**src/rtl/mc_residual_stream_pkg.sv**
```systemverilog
// Shared widths, types and lane-slicing helpers for the residual streaming slice.
package mc_pkg;

  localparam int PIXEL_WIDTH_DEFAULT = 8;

  function automatic int res_width(input int pw);
    return pw + 1;
  endfunction

  function automatic int sad_width(input int pw, input int lanes, input int beats);
    return pw + $clog2(lanes * beats) + 1;
  endfunction

  typedef logic [PIXEL_WIDTH_DEFAULT-1:0] pixel_t;
  typedef logic signed [PIXEL_WIDTH_DEFAULT:0] residual_t;

  // Bit offset of a lane inside a packed row.
  function automatic int lane_lsb(input int lane, input int width);
    return lane * width;
  endfunction

endpackage

```
**src/rtl/mc_residual_stream_if.sv**
```systemverilog
// Source/destination beat bundle for mc_residual_stream.
interface mc_residual_stream_if #(
  parameter int LANES        = 4,
  parameter int PIXEL_WIDTH  = 8,
  parameter int BEATS_PER_MB = 4
);
  import mc_pkg::*;

  localparam int RES_WIDTH = res_width(PIXEL_WIDTH);
  localparam int SAD_WIDTH = sad_width(PIXEL_WIDTH, LANES, BEATS_PER_MB);

  logic                         src_valid;
  logic                         src_ready;
  logic                         src_bipred;
  logic [LANES*PIXEL_WIDTH-1:0] src_ref0;
  logic [LANES*PIXEL_WIDTH-1:0] src_ref1;
  logic [LANES*PIXEL_WIDTH-1:0] src_cur;

  logic                         dst_valid;
  logic                         dst_ready;
  logic [LANES*RES_WIDTH-1:0]   dst_residual;
  logic                         dst_last;
  logic [SAD_WIDTH-1:0]         dst_sad;
  logic                         dst_zero;

  modport master (
    output src_valid, src_bipred, src_ref0, src_ref1, src_cur, dst_ready,
    input  src_ready, dst_valid, dst_residual, dst_last, dst_sad, dst_zero
  );

  modport slave (
    input  src_valid, src_bipred, src_ref0, src_ref1, src_cur, dst_ready,
    output src_ready, dst_valid, dst_residual, dst_last, dst_sad, dst_zero
  );

endinterface

```
**src/rtl/mc_residual_stream_lane.sv**
```systemverilog
// One lane: prediction and signed residual (S1 side), magnitude of a registered residual (S2 side).
module mc_lane_residual #(
  parameter int PIXEL_WIDTH = 8
) (
  input  logic [PIXEL_WIDTH-1:0] ref0,
  input  logic [PIXEL_WIDTH-1:0] ref1,
  input  logic [PIXEL_WIDTH-1:0] cur,
  input  logic                   bipred,
  output logic [PIXEL_WIDTH:0]   residual,
  input  logic [PIXEL_WIDTH:0]   res_in,
  output logic [PIXEL_WIDTH-1:0] abs_out
);

  logic [PIXEL_WIDTH:0]   sum;
  logic [PIXEL_WIDTH-1:0] pred;

  always_comb begin
    sum      = {1'b0, ref0} + {1'b0, ref1} + (PIXEL_WIDTH+1)'(1);
    pred     = bipred ? PIXEL_WIDTH'(sum >> 1) : ref0;
    residual = {1'b0, cur} - {1'b0, pred};
    // Magnitude never exceeds 2^PW-1, so the low PW bits of the negation are exact.
    abs_out  = res_in[PIXEL_WIDTH] ? (~res_in[PIXEL_WIDTH-1:0] + PIXEL_WIDTH'(1))
                                   : res_in[PIXEL_WIDTH-1:0];
  end

endmodule

```
**src/rtl/mc_residual_stream.sv**
```systemverilog
// Two-stage residual pipeline: S1 predicts/subtracts, S2 accumulates SAD and zero flag per macroblock.
module mc_residual_stream
  import mc_pkg::*;
#(
  parameter int LANES        = 4,
  parameter int PIXEL_WIDTH  = PIXEL_WIDTH_DEFAULT,
  parameter int BEATS_PER_MB = 4
) (
  input  logic                 clk,
  input  logic                 reset,
  mc_residual_stream_if.slave  bus
);

  localparam int RES_WIDTH = res_width(PIXEL_WIDTH);
  localparam int SAD_WIDTH = sad_width(PIXEL_WIDTH, LANES, BEATS_PER_MB);
  localparam int CNT_W     = (BEATS_PER_MB > 1) ? $clog2(BEATS_PER_MB) : 1;

  logic [CNT_W-1:0]             beat_cnt;
  logic                         mode_q;
  logic                         rdy_en;
  logic                         s1_valid, s2_valid;
  logic [LANES*RES_WIDTH-1:0]   s1_res;
  logic                         s1_last;
  logic [SAD_WIDTH-1:0]         acc_sad;
  logic                         acc_zero;

  logic                         s1_ready, s2_ready, src_fire, s1_fire;
  logic                         is_beat0, is_last, eff_bipred;
  logic [LANES*RES_WIDTH-1:0]   comb_res;
  logic [LANES*PIXEL_WIDTH-1:0] abs_v;
  logic [SAD_WIDTH-1:0]         beat_sad;
  logic                         beat_zero;

  assign s2_ready      = !s2_valid || bus.dst_ready;
  assign s1_ready      = !s1_valid || s2_ready;
  assign bus.src_ready = rdy_en && s1_ready;
  assign src_fire      = bus.src_valid && bus.src_ready;
  assign s1_fire       = s1_valid && s2_ready;
  assign bus.dst_valid = s2_valid;

  assign is_beat0   = (beat_cnt == '0);
  assign is_last    = (beat_cnt == CNT_W'(BEATS_PER_MB - 1));
  // Beat 0 uses the live mode bit; later beats reuse the value latched on beat 0.
  assign eff_bipred = is_beat0 ? bus.src_bipred : mode_q;

  for (genvar g = 0; g < LANES; g++) begin : g_lane
    mc_lane_residual #(.PIXEL_WIDTH(PIXEL_WIDTH)) u_lane (
      .ref0     (bus.src_ref0[lane_lsb(g, PIXEL_WIDTH) +: PIXEL_WIDTH]),
      .ref1     (bus.src_ref1[lane_lsb(g, PIXEL_WIDTH) +: PIXEL_WIDTH]),
      .cur      (bus.src_cur[lane_lsb(g, PIXEL_WIDTH) +: PIXEL_WIDTH]),
      .bipred   (eff_bipred),
      .residual (comb_res[lane_lsb(g, RES_WIDTH) +: RES_WIDTH]),
      .res_in   (s1_res[lane_lsb(g, RES_WIDTH) +: RES_WIDTH]),
      .abs_out  (abs_v[lane_lsb(g, PIXEL_WIDTH) +: PIXEL_WIDTH])
    );
  end

  always_comb begin
    beat_sad  = '0;
    beat_zero = 1'b1;
    for (int unsigned i = 0; i < LANES; i++) begin
      beat_sad  = beat_sad + SAD_WIDTH'(abs_v[lane_lsb(i, PIXEL_WIDTH) +: PIXEL_WIDTH]);
      beat_zero = beat_zero && (s1_res[lane_lsb(i, RES_WIDTH) +: RES_WIDTH] == '0);
    end
  end

  always_ff @(posedge clk or negedge reset) begin
    if (!reset) begin
      rdy_en   <= 1'b0;
      beat_cnt <= '0;
      mode_q   <= 1'b0;
      s1_valid <= 1'b0;
      s1_res   <= '0;
      s1_last  <= 1'b0;
    end else begin
      rdy_en <= 1'b1;
      if (s1_ready) s1_valid <= src_fire;
      if (src_fire) begin
        s1_res   <= comb_res;
        s1_last  <= is_last;
        beat_cnt <= is_last ? '0 : beat_cnt + CNT_W'(1);
        if (is_beat0) mode_q <= bus.src_bipred;
      end
    end
  end

  always_ff @(posedge clk or negedge reset) begin
    if (!reset) begin
      s2_valid         <= 1'b0;
      acc_sad          <= '0;
      acc_zero         <= 1'b1;
      bus.dst_residual <= '0;
      bus.dst_last     <= 1'b0;
      bus.dst_sad      <= '0;
      bus.dst_zero     <= 1'b0;
    end else begin
      if (s2_ready) s2_valid <= s1_valid;
      if (s1_fire) begin
        bus.dst_residual <= s1_res;
        bus.dst_last     <= s1_last;
        if (s1_last) begin
          bus.dst_sad  <= acc_sad + beat_sad;
          bus.dst_zero <= acc_zero && beat_zero;
          acc_sad      <= '0;
          acc_zero     <= 1'b1;
        end else begin
          bus.dst_sad  <= '0;
          bus.dst_zero <= 1'b0;
          acc_sad      <= acc_sad + beat_sad;
          acc_zero     <= acc_zero && beat_zero;
        end
      end
    end
  end

endmodule

```
**src/flat_wrapper.sv**
```systemverilog
// flat-port wrapper written by rule: the top's interface ports become plain ports
module mc_residual_stream_flat import mc_pkg::*;
#(
  parameter int LANES        = 4,
  parameter int PIXEL_WIDTH  = PIXEL_WIDTH_DEFAULT,
  parameter int BEATS_PER_MB = 4
)
  (clk, reset, bus_src_valid, bus_src_bipred, bus_src_ref0, bus_src_ref1, bus_src_cur, bus_dst_ready, bus_src_ready, bus_dst_valid, bus_dst_residual, bus_dst_last, bus_dst_sad, bus_dst_zero);
  mc_residual_stream_if #(.LANES(LANES), .PIXEL_WIDTH(PIXEL_WIDTH), .BEATS_PER_MB(BEATS_PER_MB)) bus_i ();
  input  logic clk;
  input  logic reset;
  input wire logic [$bits(bus_i.src_valid)-1:0] bus_src_valid;
  input wire logic [$bits(bus_i.src_bipred)-1:0] bus_src_bipred;
  input wire logic [$bits(bus_i.src_ref0)-1:0] bus_src_ref0;
  input wire logic [$bits(bus_i.src_ref1)-1:0] bus_src_ref1;
  input wire logic [$bits(bus_i.src_cur)-1:0] bus_src_cur;
  input wire logic [$bits(bus_i.dst_ready)-1:0] bus_dst_ready;
  output wire logic [$bits(bus_i.src_ready)-1:0] bus_src_ready;
  output wire logic [$bits(bus_i.dst_valid)-1:0] bus_dst_valid;
  output wire logic [$bits(bus_i.dst_residual)-1:0] bus_dst_residual;
  output wire logic [$bits(bus_i.dst_last)-1:0] bus_dst_last;
  output wire logic [$bits(bus_i.dst_sad)-1:0] bus_dst_sad;
  output wire logic [$bits(bus_i.dst_zero)-1:0] bus_dst_zero;
  assign bus_i.src_valid = bus_src_valid;
  assign bus_i.src_bipred = bus_src_bipred;
  assign bus_i.src_ref0 = bus_src_ref0;
  assign bus_i.src_ref1 = bus_src_ref1;
  assign bus_i.src_cur = bus_src_cur;
  assign bus_i.dst_ready = bus_dst_ready;
  assign bus_src_ready = bus_i.src_ready;
  assign bus_dst_valid = bus_i.dst_valid;
  assign bus_dst_residual = bus_i.dst_residual;
  assign bus_dst_last = bus_i.dst_last;
  assign bus_dst_sad = bus_i.dst_sad;
  assign bus_dst_zero = bus_i.dst_zero;
  mc_residual_stream #(.LANES(LANES), .PIXEL_WIDTH(PIXEL_WIDTH), .BEATS_PER_MB(BEATS_PER_MB)) u_core (.clk(clk), .reset(reset), .bus(bus_i));
endmodule
```
**config.mk**
```make
export PLATFORM = sky130hd
export DESIGN_NAME = mc_residual_stream_flat
export DESIGN_NICKNAME = d
export VERILOG_FILES = /design/src/rtl/mc_residual_stream_pkg.sv /design/src/rtl/mc_residual_stream_if.sv /design/src/rtl/mc_residual_stream_lane.sv /design/src/rtl/mc_residual_stream.sv /design/src/flat_wrapper.sv
export SDC_FILE = /design/constraint.sdc
export NUM_CORES = 1
export LEC_CHECK = 0
export ABC_AREA = 0
export ABC_CLOCK_PERIOD_IN_PS = 7400
export BUFFER_PORTS_ARGS = -buffer_cell sky130_fd_sc_hd__buf_2
export CAP_MARGIN = 5
export CORE_MARGIN = 2
export CORE_UTILIZATION = 62
export CTS_BUF_LIST = sky130_fd_sc_hd__clkbuf_16
export DETAILED_ROUTE_END_ITERATION = 8
export PLACE_DENSITY = 0.95
export SLEW_MARGIN = 40
export SYNTH_ARGS = -nofsm -noshare
export SYNTH_HDL_FRONTEND = slang
export SYNTH_HIERARCHICAL = 1
export SYNTH_SLANG_ARGS = --single-unit
```
**constraint.sdc**
```tcl
create_clock -name clk -period 7.4 [get_ports clk]
set_input_delay 0.74 -clock clk [delete_from_list [all_inputs] [get_ports clk]]
set_output_delay 0.74 -clock clk [all_outputs]
set_load 0.02 [all_outputs]
```
Yosys cells after proc, flatten, opt, wreduce, memory -nomap -nowiden
Index checks and enable logic that the tools add are counted.
{"block": "totals", "ff_bits": 108, "latch_bits": 0, "ramBits": 0, "rom_bits": 0, "inputBits": 101, "out_inout_bits": 53, "wordCells": 69, "n_memories": 0}
{"block": "classes", "addsub": 21, "mul": 0, "n_div": 0, "magnitude_cmp": 0, "n_eq_ne": 1, "shifts": 0, "mux": 14, "bitwise": 4, "n_reduce_logical": 16}
{"cell": "8-bit two-way mux", "count": 8}
{"cell": "8-bit by 8-bit adder with 9-bit output", "count": 5}
{"cell": "9-bit by 1-bit adder with 9-bit output (second input constant)", "count": 4}
{"cell": "9-bit zero test", "count": 4}
{"cell": "8-bit by 8-bit subtractor with 9-bit output", "count": 4}
{"cell": "8-bit by 1-bit adder with 8-bit output (second input constant)", "count": 4}
{"cell": "8-bit inverter", "count": 4}
{"cell": "13-bit by 8-bit adder with 13-bit output", "count": 2}
{"cell": "13-bit two-way mux", "count": 2}
{"cell": "13-bit adder", "count": 1}
{"cell": "1-bit logical AND", "count": 7}
{"cell": "1-bit two-way mux", "count": 3}
{"cell": "2-bit by 1-bit adder with 2-bit output (second input constant)", "count": 1}
{"cell": "2-bit equality test (second input constant)", "count": 1}
{"cell": "1-bit zero test", "count": 2}
{"cell": "2-bit zero test", "count": 1}
{"cell": "1-bit logical OR", "count": 2}
{"cell": "2-bit two-way mux", "count": 1}

Longest topological paths before layout
{"block": "depth", "ltp_word": 8, "depth_mapped": 18, "ltp_nobuf": 18}

Hierarchy
Netlist, hierarchy kept.
{"mod": "mc_residual_stream", "instances": 1, "cells_per_inst": 519, "area_per_inst_um2": 5387.7, "seq_area_each_um2": 2703.8}
{"mod": "mc_lane_residual", "instances": 4, "cells_per_inst": 121, "area_per_inst_um2": 840.8, "seq_area_each_um2": 0.0}

Worst setup path after synthesis
Ideal clock, no wire load.
{"block": "synth_timing", "path_type": "reg2reg", "start": "register u_core.s1_res[2]", "end": "register u_core.bus.dst_sad[11]", "setup_time_ps": 120, "arrival_time_ps": 4298, "t_required_ps": 7280, "setup_slack_ps": 2982, "path_stages_with_launch": 17, "n_path_buf": 0, "synth_period_minus_slack_ps": 4418, "path_cell_list": "dfrtp_1 -> or3_1 -> o31ai_1 -> xnor2_1 -> inv_1 -> fa_1 -> inv_1 -> fa_1 -> inv_1 -> fa_1 -> inv_1 -> ha_1 -> a21o_1 -> a21o_1 -> o21a_1 -> or3_1 -> a41o_1"}
{"block": "synth_via", "elab_chain_cells": 8}
{"item": "start: declaration", "line": "mc_residual_stream.sv:22", "rtl": "logic [LANES*RES_WIDTH-1:0] s1_res;"}
{"item": "start signal: assignment", "line": "mc_residual_stream.sv:79", "rtl": "s1_res <= comb_res;"}
{"item": "8-bit inverter", "line": "mc_residual_stream_lane.sv:22", "rtl": "abs_out = res_in[PIXEL_WIDTH] ? (~res_in[PIXEL_WIDTH-1:0] + PIXEL_WIDTH'(1))"}
{"item": "8-bit by 1-bit adder with 8-bit output", "line": "mc_residual_stream_lane.sv:22"}
{"item": "8-bit two-way mux", "line": "mc_residual_stream_lane.sv:22"}
{"item": "named net u_core.abs_v[5]", "line": "mc_residual_stream.sv:30", "rtl": "logic [LANES*PIXEL_WIDTH-1:0] abs_v;"}
{"item": "8-bit by 8-bit adder with 9-bit output", "line": "mc_residual_stream.sv:62", "rtl": "beat_sad = beat_sad + SAD_WIDTH'(abs_v[lane_lsb(i, PIXEL_WIDTH) +: PIXEL_WIDTH]);"}
{"item": "13-bit by 8-bit adder with 13-bit output (2 in a row)", "line": "mc_residual_stream.sv:62"}
{"item": "13-bit adder", "line": "mc_residual_stream.sv:102", "rtl": "bus.dst_sad <= acc_sad + beat_sad;"}
{"item": "13-bit two-way mux", "line": "mc_residual_stream.sv:101", "rtl": "if (s1_last) begin"}
{"item": "end signal: assignment", "line": "mc_residual_stream.sv:102"}
{"item": "end: declaration", "line": "mc_residual_stream_if.sv:33", "rtl": "output src_ready, dst_valid, dst_residual, dst_last, dst_sad, dst_zero"}
The timed path passes the listed nets, and every way through them passes these cells.
A chain may end at the register's enable or synchronous reset.

Final worst setup path
{"block": "layout_timing", "start": "register u_core.s1_res[11]", "end": "register u_core.bus.dst_sad[11]"}
The elaborated chain is that of the path after synthesis.

==> key figures <==
Route
  – Post-DR wirelength/cell: about 16 um
  – Initial DRC count: 590
  – # DRC: 0
  – Via count: 7646
  – Final ANT Viol Nets: 0
  – Post-DR vias/cell: 5.75
  – Drt first pass iters: 5
  – Routed WL: 20900 um

Timing
  – Max_slew headroom: 50.6%
  – RSZ-0062 raised after global routing: no
  – TNS Setup: 0 ns
  – Finish-stage setup viols: 0
  – Final hold vios: 0
  – Slew Limit Fails: 0
  – Final Cycle Share: 63.2%
  – F_max: 214 MHz
  – Slew @ Worst Pin: 0.741 ns
  – Max Clock Skew: roughly 0.0073 ns
  – Final Worst Setup Slack: 2.72 ns
  – Tmin final: roughly 4.7 ns

Clock tree
  – Post-CTS Setup Inserts: 0
  – Resized cells post-CTS: 0
  – Clock sinks: 108
  – Cts hold-fix bufs: 0
  – Clk Tree Root Cell: clkbuf_16
  – Htree depth: 3
  – Worst-skew pair later-pin latency: between 0.3 and 0.4 ns
  – Worst-path clk slew: 0.07 ns
  – CTS Buf Count: 9
  – Maximum clock path buffer count: 2
  – CTS tree: done

Synth
  – Post-synthesis sequential area ratio: 30.9%
  – Unique cell type count in the Yosys netlist: 51
  – Multiplexer area fraction after synthesis: 6.06%
  – Synth async-reset ratio: 100%
  – Synth area leader: dfrtp_1
  – Count of flip-flops with a built-in enable after synthesis: 0
  – Main synth FF type: dfrtp_1
  – Simple-gate area share of the yosys netlist: between 10% and 20%
  – Largest family of logic cells by synthesized area: adder cells
  – Most frequent cell after synthesis: nand2_1
  – Synth top area share: 30.6%
  – Mapped cell area: 8750 sq um
  – Warnings from Yosys: 6
  – Area contributors post-synth: dfrtp_1 (31%), ha_1 (12%), nand2_1 (7.1%)
  – Post-Synth XOR/XNOR Area: 6.11%
  – FF+latch count, synth: 108
  – Syn_nets: 1216
  – Synthesized instance count: 1003
  – Post-synthesis compound-gate area fraction: 15.0%
  – Adder-cell share of the synthesized area: 18.7%
  – Post-synth top cells: nand2_1 (166), inv_1 (124), dfrtp_1 (107)
  – Mean area per synthesized cell: 8.72 sq um

Setup path
  – Worst Path Max Fanout: 7
  – Startpoint types: register
  – R2r endpoint: u_core/bus.dst_sad[11]
  – FF-to-FF path depth: 16
  – Reg2Reg Setup Slack: ~2.7 ns
  – WS Path Type: register to register
  – Worst r2r src: u_core/s1_res[11]
  – WP data arrival: 4.91 ns
  – CP required: 7.64 ns
  – CP endpoint kind: register

Layout
  – Final nets: around 1400
  – Cell area after layout: between 9000 and 10000 sq um
  – Area taken by multi-input logic gates: 5480 sq um
  – Fillcell total: 965
  – Util after Layout: 72.2%
  – FF+latch area: about 2700 sq um
  – P&R area growth vs syn: 14.1%
  – Share of layout cells above drive strength 1: 19.2%
  – Number of antenna diodes: 0

Place
  – Post-DP HPWL: 16200 um
  – Routability Congestion: roughly 0.95
  – Setup WS pre-CTS: 2.77 ns
  – DP Area: around 9700 sq um
  – Port buffer count: 153

Floorplanning
  – # rows: 43
  – Chip height: around 120 um
  – Die Wd: 123 um
  – Ports: between 150 and 200
  – Core footprint: 13800 sq um
  – Initial Utilization: 63.3%
  – Die footprint: 15100 sq um

Global routing
  – Global-route wire length before repair: 34100 um
  – Grt ovf: 0
  – Initial antenna violation count: 0
  – Pin count of the biggest net entering global routing: 73
  – GRT Total Usage: 28.4%
  – Vias in the first global route: about 7400

Hold path
  – Tightest Hold Check Type: input port to async pin

Flow run
  – Number of max-cap violations: 0

Run status
  – Status: finished, final reports clean
[metrics by stage]
stage,cells,hold WS [ns]
6_report,1330,0.423
4_1_cts,1330,0.467
3_5_place_dp,1314,0.458
3_3_place_gp,1314,0.447
2_1_floorplan,1003,0.444
5_1_grt,1330,0.487
[layout make-up]
| cell class | count | share of cell area (%) |
|---|---|---|
| clock inverters | 7 | 0.927 |
| well taps | 180 | 2.26 |
| clock buffers | 9 | 2.26 |
| flip-flops and latches | 108 | 27.1 |
| repair buffers | 156 | 7.92 |
| multi-input cells | 745 | 54.9 |
| inverters | 125 | 4.70 |
[state kept, by name (all words and copies together), names as in the netlist]
| name | flops |
|---|---|
| u_core/s1_res | 36 |
| u_core/s1_valid | 1 |
| u_core/s1_last | 1 |
| u_core/rdy_en | 1 |
| u_core/beat_cnt | 2 |
| u_core/bus.dst_sad | 13 |
| u_core/bus.dst_residual | 36 |
| u_core/bus.dst_valid | 1 |
| u_core/bus.dst_last | 1 |
| u_core/mode_q | 1 |
| u_core/acc_sad | 13 |
| u_core/acc_zero | 1 |
| u_core/bus.dst_zero | 1 |
[cells in the final DEF, fill, tap and decap left out, types with 5 or more instances in the layout]
cell / synthesis / layout
a22o_1: 10 / 10
and2_1: 7 / 7
dfrtp_1: 107 / 107
nor2b_1: 20 / 20
ha_1: 81 / 81
nor3_1: 20 / 20
o2111ai_1: 6 / 6
and3_1: 9 / 9
a211o_1: 5 / 5
a21oi_1: 54 / 54
nor2_1: 53 / 53
nor4_1: 7 / 7
or2_2: 6 / 6
inv_1: 124 / 125
buf_2: 5 / 152
xor2_1: 10 / 10
clkbuf_16: 0 / 9
a31oi_1: 9 / 9
mux2_2: 40 / 39
a21boi_0: 13 / 13
fa_1: 31 / 31
o31ai_1: 10 / 10
or3_1: 13 / 13
nand2b_1: 11 / 11
o21a_1: 15 / 15
xnor2_1: 51 / 51
mux2i_1: 8 / 8
nand2_1: 166 / 164
o21ai_0: 40 / 40
[how the worst max path moves through the flow]
stage                           start                      to  slack [ns]  depth (start not counted)
floorplan            u_core/s1_res[2]  u_core/bus.dst_sad[11]        2.98                         16
detailed placement  u_core/s1_res[11]   u_core/bus.dst_sad[9]        2.77                         16
global placement     u_core/s1_res[2]  u_core/bus.dst_sad[11]        2.86                         16
finish              u_core/s1_res[11]  u_core/bus.dst_sad[11]        2.72                         16
CTS                 u_core/s1_res[11]  u_core/bus.dst_sad[11]        2.74                         16
global route        u_core/s1_res[11]   u_core/bus.dst_sad[8]        2.48                         16
[worst max-delay path: stages (launching register included)]
cell     delay, ns
dfrtp_1       0.45
or3_1         0.40
o31ai_1       0.28
xnor2_1       0.16
inv_1         0.07
fa_1          0.48
inv_1         0.06
fa_1          0.50
inv_1         0.05
fa_1          0.50
inv_1         0.04
ha_1          0.37
a21o_1        0.24
a21o_1        0.21
o21a_1        0.22
or3_1         0.31
a41o_1        0.23
[layer usage]
| metal | routed length [um] | up-vias | track usage (%) |
|---|---|---|---|
| met4 | 640 | 0 | 11.0 |
| met1 | 8510 | 3625 | 36.0 |
| met5 | 0 | - | 0 |
| met2 | 10400 | 283 | 47.6 |
| met3 | 1380 | 59 | 5.72 |
| li1 | - | 3679 | - |
[logic make-up after synthesis]
family,count (synthesis)
flops,108
other cells,1
buf+inv,150
compound gates,200
fa+ha+maj,112
simple gates,323
xor+xnor,61
mux,48
Power is left out: the tool's default activity adds up to more than one toggle a clock period on the data nets, which glitch-free logic cannot reach.
